`src/rtl/manchester_decoder.sv`:
```
// manchester_decoder: oversampling IEEE 802.3 Manchester receiver.
// Synchronizes the line, qualifies idle, locks on a start bit, re-times on
// every mid-bit transition and delivers one byte per frame.
// Optional feature: define MANCH_PARITY_EN to receive a trailing even-parity bit.
module manchester_decoder #(
    parameter int HALF_PERIOD = 8
) (
    input  logic       clk,
    input  logic       rst_n,
    input  logic       line_in,
    input  logic       enable,
    output logic [7:0] data_out,
    output logic       data_valid,
    output logic       frame_err,
    output logic       busy
);

    localparam int CW     = $clog2(3 * HALF_PERIOD);
    localparam int LO     = (3 * HALF_PERIOD) / 2;
    localparam int HI     = (5 * HALF_PERIOD) / 2;
    localparam int IDLE_N = 2 * HALF_PERIOD;
    localparam int IW     = $clog2(IDLE_N + 1);
`ifdef MANCH_PARITY_EN
    localparam int NBITS  = 9;
`else
    localparam int NBITS  = 8;
`endif
    // Shift register holds all bits but the one arriving on the final edge.
    localparam int SW     = NBITS - 1;

    localparam logic [CW-1:0] CNT_LO    = CW'(LO);
    localparam logic [CW-1:0] CNT_HI    = CW'(HI);
    localparam logic [CW-1:0] CNT_MAX   = '1;
    localparam logic [IW-1:0] IDLE_LAST = IW'(IDLE_N - 1);
    localparam logic [3:0]    LAST_BIT  = 4'(NBITS - 1);

    typedef enum logic [2:0] {
        S_IDLE,
        S_ARMED,
        S_DATA,
        S_DONE,
        S_ERR
    } state_t;

    state_t          state;
    logic            s1, s2, s3;
    logic            edge_det;
    logic            rise_det;
    logic [CW-1:0]   cnt;
    logic [IW-1:0]   idle_cnt;
    logic [3:0]      bit_idx;
    logic [SW-1:0]   shreg;

    assign edge_det = s2 ^ s3;
    assign rise_det = s2 & ~s3;

    // Two-flop synchronizer plus one delay stage for edge detection.
    always_ff @(posedge clk or negedge rst_n) begin
        if (!rst_n) begin
            s1 <= 1'b0;
            s2 <= 1'b0;
            s3 <= 1'b0;
        end else begin
            s1 <= line_in;
            s2 <= s1;
            s3 <= s2;
        end
    end

    // Receive FSM: idle qualification, start lock, mid-bit re-timing, output strobes.
    always_ff @(posedge clk or negedge rst_n) begin
        if (!rst_n) begin
            state      <= S_IDLE;
            cnt        <= '0;
            idle_cnt   <= '0;
            bit_idx    <= '0;
            shreg      <= '0;
            data_out   <= '0;
            data_valid <= 1'b0;
            frame_err  <= 1'b0;
            busy       <= 1'b0;
        end else begin
            data_valid <= 1'b0;
            frame_err  <= 1'b0;
            if (!enable) begin
                state    <= S_IDLE;
                idle_cnt <= '0;
                cnt      <= '0;
                busy     <= 1'b0;
            end else begin
                case (state)
                    S_IDLE: begin
                        if (s2) begin
                            idle_cnt <= '0;
                        end else if (idle_cnt == IDLE_LAST) begin
                            idle_cnt <= '0;
                            state    <= S_ARMED;
                        end else begin
                            idle_cnt <= idle_cnt + IW'(1);
                        end
                    end
                    S_ARMED: begin
                        if (rise_det) begin
                            cnt     <= '0;
                            bit_idx <= '0;
                            busy    <= 1'b1;
                            state   <= S_DATA;
                        end
                    end
                    S_DATA: begin
                        if (cnt > CNT_HI) begin
                            frame_err <= 1'b1;
                            state     <= S_ERR;
                        end else if (edge_det && (cnt >= CNT_LO)) begin
                            cnt     <= '0;
                            bit_idx <= bit_idx + 4'd1;
                            shreg   <= {shreg[SW-2:0], s2};
                            // The final bit is consumed straight from s2 so the
                            // strobe leaves on the same edge that sees the transition.
                            if (bit_idx == LAST_BIT) begin
                                state <= S_DONE;
`ifdef MANCH_PARITY_EN
                                if ((^{shreg, s2}) == 1'b0) begin
                                    data_out   <= shreg;
                                    data_valid <= 1'b1;
                                end else begin
                                    frame_err  <= 1'b1;
                                end
`else
                                data_out   <= {shreg, s2};
                                data_valid <= 1'b1;
`endif
                            end
                        end else if (cnt != CNT_MAX) begin
                            cnt <= cnt + CW'(1);
                        end
                    end
                    S_DONE, S_ERR: begin
                        busy     <= 1'b0;
                        idle_cnt <= '0;
                        state    <= S_IDLE;
                    end
                    default: begin
                        busy  <= 1'b0;
                        state <= S_IDLE;
                    end
                endcase
            end
        end
    end

endmodule

```
`config.mk`:
```
export PLATFORM = sky130hd
export DESIGN_NAME = manchester_decoder
export DESIGN_NICKNAME = d
export VERILOG_FILES = /design/src/rtl/manchester_decoder.sv
export SDC_FILE = /design/constraint.sdc
export NUM_CORES = 1
export LEC_CHECK = 0
export ABC_CLOCK_PERIOD_IN_PS = 4100
export CAP_MARGIN = 5
export CORE_AREA = 2 2 58 60
export DETAILED_ROUTE_END_ITERATION = 10
export DIE_AREA = 0 0 60 62
export DONT_BUFFER_PORTS = 1
export GPL_TIMING_DRIVEN = 0
export PLACE_DENSITY = 0.76
export REMOVE_ABC_BUFFERS = 1
export SYNTH_ARGS = -nofsm -noshare
export SYNTH_HDL_FRONTEND = slang
export SYNTH_SLANG_ARGS = --single-unit
```
`constraint.sdc`:
```
create_clock -name clk -period 4.1 [get_ports clk]
set_input_delay 0.82 -clock clk [delete_from_list [all_inputs] [get_ports clk]]
set_output_delay 0.82 -clock clk [all_outputs]
set_load 0.005 [all_outputs]
```
Word-level counts from Yosys, hierarchy flattened --
Cells that the tools add are included.
Word-level totals: latch bits 0, register bits after elaboration 38, memory bits (read-only) 0, RAM bits 0, memories kept 0, logic and storage cells 85, output and inout port bits 11, input bits 4
Operators by class: order comparisons 2, reduce and logical (&&, ||, !) cells 11, shift operators 0, divide/modulo/power cells 0, eq/ne operators 20, $add $sub $neg 3, bitwise logic cells 4, muxes and demuxes 33, multipliers 0
Operator list (count):
- 5-bit 2-to-1 mux | 8
- 3-bit 2-to-1 mux | 7
- 5-bit case mux with 2 select lines | 2
- 5-bit AND reduction | 3
- 4-bit 2-to-1 mux | 3
- 3-bit inequality test (second input constant) | 4
- 4-bit inequality test (second input constant) | 3
- 5-bit by 1-bit adder with 5-bit output (second input constant) | 2
- 1-bit 2-to-1 mux | 10
- 3-bit case mux with 3 select lines | 1
- 2-bit inequality test (second input constant) | 4
- 4-bit case mux with 2 select lines | 1
- 4-bit AND reduction | 2
- 3-bit by 2-bit equality test with 1-bit output (second input constant) | 2
- 3-bit by 1-bit inequality test with 1-bit output (second input constant) | 2
- 5-bit by 4-bit equality test with 1-bit output (second input constant) | 1
- 5-bit by 4-bit greater-or-equal comparator with 1-bit output (second input constant) | 1
- 5-bit greater-than comparator (second input constant) | 1
- 5-bit inequality test (second input constant) | 1
- 4-bit by 1-bit adder with 4-bit output (second input constant) | 1
- 4-bit by 3-bit equality test with 1-bit output (second input constant) | 1
- 2-bit OR reduction | 2
- 3-bit by 1-bit equality test with 1-bit output (second input constant) | 1
- 3-bit equality test (second input constant) | 1
- 8 further kinds | 9

Depth between registers and ports, before layout --
Gate-level depths: netlist of the first run.
depth after elaboration 6, gate-level depth with buffers 8, mapped depth without buffers 7

Least setup slack after synthesis of the first run --
Ideal clock, no wire load.
path kind input-to-reg, from input enable, to register data_out[0], data required time 3.975 ns, buffers on the path 1, setup time 0.125 ns, setup slack 1.976 ns, data arrival time 1.999 ns, cell stages on the path 5, cell sequence and4bb_1 nand3_4 or3_1 buf_6 mux2_4
On the way: longest elaborated chain between the ends 1
RTL lines:
- start, declared | line 11 | input logic enable,
- 5-bit AND reduction (no source line)
- end signal, assigned | line 130 | data_out <= {shreg, s2};
- end, declared | line 12 | output logic [7:0] data_out,
Every way passes these cells. A chain may end at the register's enable or synchronous reset.

Final worst setup path of the first run --
from register cnt[0], to register data_out[5]
On the way: longest elaborated chain between the ends 3, elaborated cells on any way between the ends 5, classes of those cells order compare: 2; bitwise: 1; reduce/logical: 2
RTL lines:
- start, declared | line 49 | logic [CW-1:0] cnt;
- start signal, assigned | line 135 | cnt <= cnt + CW'(1);
- 5-bit by 4-bit greater-or-equal comparator with 1-bit output / 5-bit greater-than comparator (equally long branches) | line 114, 111
- 1-bit logical AND / 1-bit NOT (equally long branches)
- 5-bit AND reduction (no source line) *
Mark *: on every way between the ends. The rest lies on a longest branch, timed or not.

==> impl_metrics.py, run 1 <==
metrics = {
    "layout": {
        "commonest_non_fill_non_tap_cell_in_the_layout": "sky130_fd_sc_hd__dfrtp_1",
        "layout-drive-gt1-share_pct": 20.3,
        "layout.cells.non_filler": 199,
        "nNetsFinal": 162,
        "mostFrequentLayoutCells": "38 x sky130_fd_sc_hd__dfrtp_1, 15 x sky130_fd_sc_hd__o21ai_0, 12 x sky130_fd_sc_hd__nor2_1, 9 x sky130_fd_sc_hd__mux2_2",
        "syn2layout_area_growth_pct": 8.10,
        "design_area_mm2": 0.00192,
        "final_core_utilization_pct": 60.4,
        "multi_input_comb_area_um2": 769,
        "num-fill-cells": 251,
        "diodes": 0,
        "register_area_um2": 951,
    },
    "grt": {
        "grt_max_degree": 39,
        "grt_first_pass_wirelength_mm": 4.82,
        "via_count_of_the_first_global_routing_pass": 1040,
        "antenna_found_initial": 0,
        "grt.total_usage_pct": 18.0,
        "globalRouteOverflowTotal": 0,
    },
    "synth": {
        "yosysWarningCount": 0,
        "synth_sequential_area_ratio_pct": 53.6,
        "synth_seq_cells": 38,
        "mapped_cell_area_mm2": 0.00178,
        "ys_types": 36,
        "synthesis.area_per_instance_um2": 11.9,
        "gate_count_post_synth": 149,
    },
    "clocking": {
        "root_buffer": "sky130_fd_sc_hd__clkbuf_4",
        "post_cts.repair.setup_buffers": 0,
        "htree_num_levels": 2,
        "cts_repair_resize_count": 0,
        "cts_buffers": 5,
        "clk-insertion-delay-late_ns": 0.34,
        "clk_pin_slew_ns": 0.11,
        "ctsHoldBuffers": 0,
        "clock_tree_from_tritoncts": "done",
        "number_of_clock_sinks_seen_by_cts": 38,
        "clockBufferDepth": 2,
    },
    "routing": {
        "vias_after_detailed_routing": 1130,
        "detail_route.iter0.violations": 58,
        "post-route-drc-count": 0,
        "wirelength_mm": 2.97,
        "routed_length_per_placed_instance_um": 14.9,
        "via_per_inst": 5.68,
        "antenna_violating_nets_left": 0,
        "firstDrtPassIters": 4,
    },
    "timing": {
        "tightestPinTransition_ns": 0.575,
        "finalClockSkew_ns": 0.00456,
        "slew_violations": 0,
        "fin_setup_tns_ns": 0,
        "fmax_ghz": 0.430,
        "min_period_over_period_pct": 56.7,
        "max-slew-margin-rel_pct": 61.7,
        "period_needed_ns": 2.33,
        "hold_viol_final": 0,
        "unrepaired_setup_endpoints_after_global_routing": "false",
        "setup_violations": 0,
    },
    "critical_path": {
        "worstSetupPathType": "flop to flop",
        "r2r_slack_ns": 1.77,
        "critPathMaxFanout": 10,
        "cp_data_arrival_time_ns": 2.56,
        "critical_path.startpoint_type": "flop",
        "worst_ep_required_time_ns": 4.34,
        "worstSetupEndpointType": "flop",
    },
    "floorplanning": {
        "initial_cell_density_of_the_core_pct": 55.8,
        "die_height_um": 62,
        "die_area_mm2": 0.00372,
        "core_area_mm2": 0.00318,
        "dieWidth_um": 60,
        "io_pins": 15,
        "placementRows": 21,
    },
    "placed_design": {
        "placed_cells_incl_taps": 191,
        "dpl_cell_area_mm2": 0.00181,
        "io_buffer_count": 0,
        "globalplace.congestion": 0.817,
        "post-dp-hpwl_mm": 2.11,
    },
    "power_and_ir_drop": {
        "power.ir.vdd_worst_mv": 0.234,
        "power.clock.fraction_pct": 45.8,
        "internal-power_mw": 0.587,
        "power.combinational.fraction_pct": 1.3,
        "p_switching_mw": 0.129,
        "power_per_cell_area_mw_per_mm2": 373,
        "share_seq_of_total_power_pct": 52.9,
        "cellLeakagePower_nw": 0.946,
        "switching_share_pct": 18.1,
    },
    "status": {
        "status": "finished clean",
    },
    "worst_hold_path": {
        "hold_path.class": "input port to async pin",
    },
    "job": {
        "cap_violations": 0,
    },
}
==> cell type report <==
class,count,area share [%]
Clock inverter,2,3.13
Multi-Input combinational cell,99,40.1
Tap cell,46,3.00
Clock buffer,6,2.67
Sequential cell,38,49.5
Inverter,8,1.56
==> metrics by stage <==
step	setup WS [ns]	hold slack, ns	power, mW
floorplan	1.87	0.331	0.393
global placement	1.71	0.337	0.395
detailed placement	1.69	0.340	0.396
CTS	1.75	0.140	0.724
global route	1.66	0.120	0.744
finish	1.77	0.156	0.717
==> worst max-delay path, stage by stage (launching register included) <==
cell and delay, ns:
sky130_fd_sc_hd__dfrtp_1 0.44, sky130_fd_sc_hd__inv_1 0.08, sky130_fd_sc_hd__ha_1 0.19, sky130_fd_sc_hd__nor2b_4 0.05
sky130_fd_sc_hd__o21ai_4 0.23, sky130_fd_sc_hd__nand3_4 0.19, sky130_fd_sc_hd__or3_1 0.65, sky130_fd_sc_hd__mux2_4 0.40
==> power by group through the flow <==
stage	combinational, mW	clock (mW)	sequential [mW]
floorplan	0.00771	0	0.386
global placement	0.00894	0	0.386
detailed placement	0.00954	0	0.386
CTS	0.00959	0.335	0.379
global route	0.0107	0.354	0.380
finish	0.00960	0.328	0.379
==> cells in the mapped netlist <==
master / instances / area (um^2)
sky130_fd_sc_hd__dfrtp_1: 38 / 951
sky130_fd_sc_hd__o21ai_0: 15 / 75.1
sky130_fd_sc_hd__nor2_1: 12 / 45.0
sky130_fd_sc_hd__mux2_2: 9 / 101
sky130_fd_sc_hd__inv_1: 8 / 30.0
sky130_fd_sc_hd__mux2_4: 8 / 120
sky130_fd_sc_hd__ha_1: 6 / 75.1
sky130_fd_sc_hd__nand2_1: 6 / 22.5
sky130_fd_sc_hd__nand2b_1: 4 / 25.0
sky130_fd_sc_hd__nand3_1: 4 / 20.0
sky130_fd_sc_hd__a21oi_1: 3 / 15.0
sky130_fd_sc_hd__and3_1: 3 / 18.8
sky130_fd_sc_hd__nor2b_1: 3 / 18.8
sky130_fd_sc_hd__o31ai_1: 3 / 22.5
sky130_fd_sc_hd__a22o_1: 2 / 17.5
sky130_fd_sc_hd__a31oi_1: 2 / 12.5
sky130_fd_sc_hd__buf_2: 2 / 10.0
sky130_fd_sc_hd__nand3b_1: 2 / 15.0
sky130_fd_sc_hd__nor3b_1: 2 / 15.0
sky130_fd_sc_hd__a211o_1: 1 / 8.76
sky130_fd_sc_hd__a211oi_1: 1 / 7.51
sky130_fd_sc_hd__a21oi_2: 1 / 8.76
sky130_fd_sc_hd__and4bb_1: 1 / 12.5
sky130_fd_sc_hd__buf_6: 1 / 11.3
sky130_fd_sc_hd__clkbuf_1: 1 / 3.75
sky130_fd_sc_hd__mux2i_1: 1 / 10.0
sky130_fd_sc_hd__nand3_4: 1 / 17.5
sky130_fd_sc_hd__nand4_1: 1 / 6.26
sky130_fd_sc_hd__nor2_4: 1 / 11.3
sky130_fd_sc_hd__nor2b_4: 1 / 13.8
sky130_fd_sc_hd__o211ai_1: 1 / 7.51
sky130_fd_sc_hd__o21a_1: 1 / 7.51
sky130_fd_sc_hd__o21ai_4: 1 / 16.3
sky130_fd_sc_hd__or3_1: 1 / 6.26
sky130_fd_sc_hd__or3b_2: 1 / 8.76
sky130_fd_sc_hd__or4_1: 1 / 7.51
==> routing by layer <==
metal / global-route usage, % / vias up / part of all wire, %
li1: - / 541 / -
met1: 23.1 / 558 / 44
met2: 27.3 / 23 / 50
met3: 5.80 / 8 / 4.0
met4: 9.21 / 0 / 2.2
met5: 0 / - / 0
==> flip-flops by register name, indices dropped and copies added (netlist names) <==
name / flops
data_valid: 1
state: 3
idle_cnt: 5
cnt: 5
frame_err: 1
bit_idx: 4
data_out: 8
busy: 1
s3: 1
s2: 1
s1: 1
shreg: 7
==> path summary, 6_finish.rpt <==
check | start | to | cells after the start
worst min-delay path | rst_n | state[1] | 0
worst min register to register | s1 | s2 | 0
max in group asynchronous | rst_n | shreg[3] | 0
worst max-delay path | cnt[0] | data_out[5] | 7
min in group clk | s1 | s2 | 0
worst max register to register | cnt[0] | data_out[5] | 7
==> cells by family after synthesis <==
family / synth area share (%)
simple gates: 14.9
flops: 53.6
compound gates: 11.2
mux: 13.0
buf+inv: 3.10
fa+ha+maj: 4.23
(Power assumes the default switching activity.)
==> run 2: changes to the inputs <==
--- a/config.mk
+++ b/config.mk
@@ -5,7 +5,7 @@
 export SDC_FILE = /design/constraint.sdc
 export NUM_CORES = 1
 export LEC_CHECK = 0
-export ABC_CLOCK_PERIOD_IN_PS = 4100
+export ABC_CLOCK_PERIOD_IN_PS = 2400
 export CAP_MARGIN = 5
 export CORE_AREA = 2 2 58 60
 export DETAILED_ROUTE_END_ITERATION = 10
==> constraint.sdc (replaced) <==
create_clock -name clk -period 2.4 [get_ports clk]
set_input_delay 0.48 -clock clk [delete_from_list [all_inputs] [get_ports clk]]
set_output_delay 0.48 -clock clk [all_outputs]
set_load 0.005 [all_outputs]
==> run 2 against run 1 <==
  * Largest power group unchanged
  * Combinational power increased to 3.4 times the previous value
  * Fmax increased by 8.7%
  * Die area unchanged
  * Largest cell class unchanged
  * First-iteration DRC count decreased by 6.9%
  * Sequential cell count unchanged
  * Utilization increased by 1.1 points
  * Design area increased by 1.8%
  * Register-to-register slack got worse by 1.5 ns
  * Power increased by 73%
  * Sequential share of layout area decreased by 0.89 points
  * Non-clock buffer count increased by 2
==> impl_metrics.py, run 2 (synthesized netlist as in run 1, its figures left out) <==
metrics = {
    "status": {
        "status": "finished clean",
    },
    "routing": {
        "firstDrtPassIters": 4,
        "post-route-drc-count": 0,
        "via_per_inst": 5.66,
        "routed_length_per_placed_instance_um": 15.0,
        "vias_after_detailed_routing": 1138,
        "antenna_violating_nets_left": 0,
        "wirelength_mm": 3.01,
        "detail_route.iter0.violations": 54,
    },
    "layout": {
        "largest_register_ffs": 8,
        "register_area_um2": 951,
        "diodes": 0,
        "mostFrequentLayoutCells": "38 x sky130_fd_sc_hd__dfrtp_1, 15 x sky130_fd_sc_hd__o21ai_0, 12 x sky130_fd_sc_hd__nor2_1, 9 x sky130_fd_sc_hd__mux2_2",
        "reg.largest.list": "data_out (8), shreg (7)",
        "commonest_non_fill_non_tap_cell_in_the_layout": "sky130_fd_sc_hd__dfrtp_1",
        "nNetsFinal": 164,
        "regMostFlops": "data_out",
        "syn2layout_area_growth_pct": 10.1,
        "final_core_utilization_pct": 61.5,
        "num-fill-cells": 248,
        "multi_input_comb_area_um2": 774,
        "layout-drive-gt1-share_pct": 21.3,
    },
    "critical_path": {
        "critical_path.startpoint_type": "flop",
        "worst_ep_required_time_ns": 2.63,
        "worstSetupPathType": "flop to flop",
        "cp_data_arrival_time_ns": 2.37,
        "crit_chain": "ha_1, nor2_4, nand3_4, or3_4, mux2_4",
        "critPathSlowestCell": "sky130_fd_sc_hd__or3_4",
        "cp_slowest_stage_delay_ns": 0.52,
        "critPathMaxFanout": 10,
        "worstSetupEndpointType": "flop",
        "critPathLaunch": "s2",
        "reg2reg_from": "s2",
    },
    "floorplanning": {
        "core_area_mm2": 0.00318,
        "die_height_um": 62,
        "die_area_mm2": 0.00372,
        "io_pins": 15,
        "placementRows": 21,
        "dieWidth_um": 60,
        "initial_cell_density_of_the_core_pct": 55.8,
    },
    "timing": {
        "fin_setup_tns_ns": 0,
        "finalClockSkew_ns": 0.00187,
        "hold_viol_final": 0,
        "unrepaired_setup_endpoints_after_global_routing": "false",
        "fmax_ghz": 0.467,
        "setup_violations": 0,
        "period_needed_ns": 2.14,
        "max-slew-margin-rel_pct": 65.4,
        "slew_violations": 0,
        "tightestPinTransition_ns": 0.517,
        "min_period_over_period_pct": 89.1,
    },
    "clocking": {
        "clockBufferDepth": 2,
        "clk_pin_slew_ns": 0.11,
        "root_buffer": "sky130_fd_sc_hd__clkbuf_4",
        "post_cts.repair.setup_buffers": 0,
        "clk-insertion-delay-late_ns": 0.34,
        "htree_num_levels": 2,
        "clock_tree_from_tritoncts": "done",
        "cts_buffers": 5,
        "number_of_clock_sinks_seen_by_cts": 38,
    },
    "worst_hold_path": {
        "hold_path.class": "input port to flop",
        "worst_hold_startpoint": "line_in",
    },
    "power_and_ir_drop": {
        "power_per_cell_area_mw_per_mm2": 633,
        "power.ir.vdd_worst_mv": 0.402,
        "cellLeakagePower_nw": 0.962,
    },
    "placed_design": {
        "post-dp-hpwl_mm": 2.11,
        "io_buffer_count": 0,
        "globalplace.congestion": 0.817,
    },
    "grt": {
        "grt.total_usage_pct": 18.0,
        "globalRouteOverflowTotal": 0,
        "antenna_found_initial": 0,
        "grt_first_pass_wirelength_mm": 4.84,
        "grt_max_degree": 39,
        "via_count_of_the_first_global_routing_pass": 1053,
    },
    "job": {
        "cap_violations": 0,
    },
}
==> run 2: path summary, 6_finish.rpt <==
check / to / slack, ns / depth (start not counted)
max: data_out[5] / 0.26 / 5
min: s1 / 0.16 / 0
max reg2reg: data_out[5] / 0.26 / 5
min reg2reg: s2 / 0.36 / 0
max in group asynchronous: data_out[3] / 1.63 / 2
min in group asynchronous: cnt[3] / 0.57 / 2
==> run 2: worst max-delay path, delay by kind of cell, from the launching register on <==
kind,cells,cell delay (ns)
muxes,1,0.33
and+or+nand+nor,3,0.86
adders and majority gates,1,0.38
DFF,1,0.46
==> run 2: through the flow <==
step	total power, mW	setup slack [ns]	hold slack, ns	cell area [um^2]	std cells
after floorplan	0.672	0.320	0.184	1750	145
after global placement	0.675	0.109	0.186	1810	191
after detailed placement	0.676	0.0738	0.185	1810	191
after CTS	1.25	0.0482	0.144	1950	201
after global routing	1.29	0.172	0.121	1950	201
final	1.24	0.261	0.157	1950	201
==> run 2: layout make-up <==
type                       count  area share, %
clock inverter                 2           3.07
multi-input combinational     99           39.6
timing repair buffer           2           1.54
inverter                       8           1.54
tap                           46           2.94
sequential                    38           48.7
clock buffer                   6           2.62
==> run 2: report_power, final <==
group / internal, mW / switching (mW)
sequential: 0.644 / 0.00335
combinational: 0.0107 / 0.0224
clock: 0.353 / 0.205
==> run 2: timing repair <==
| item | 4_1_cts | 5_1_grt |
|---|---|---|
| hold buffers | 2 | 0 |
| hold endpoints to repair | 38 | 0 |
| resized for setup | 0 | 1 |
| setup endpoints to repair | 0 | 8 |
==> run 2: per-layer routing <==
layer	share of wire (%)	vias up	global-route usage [%]
li1	-	542	-
met1	44	565	22.6
met2	50	23	28.1
met3	3.8	8	5.80
met4	2.1	0	9.21
met5	0	-	0
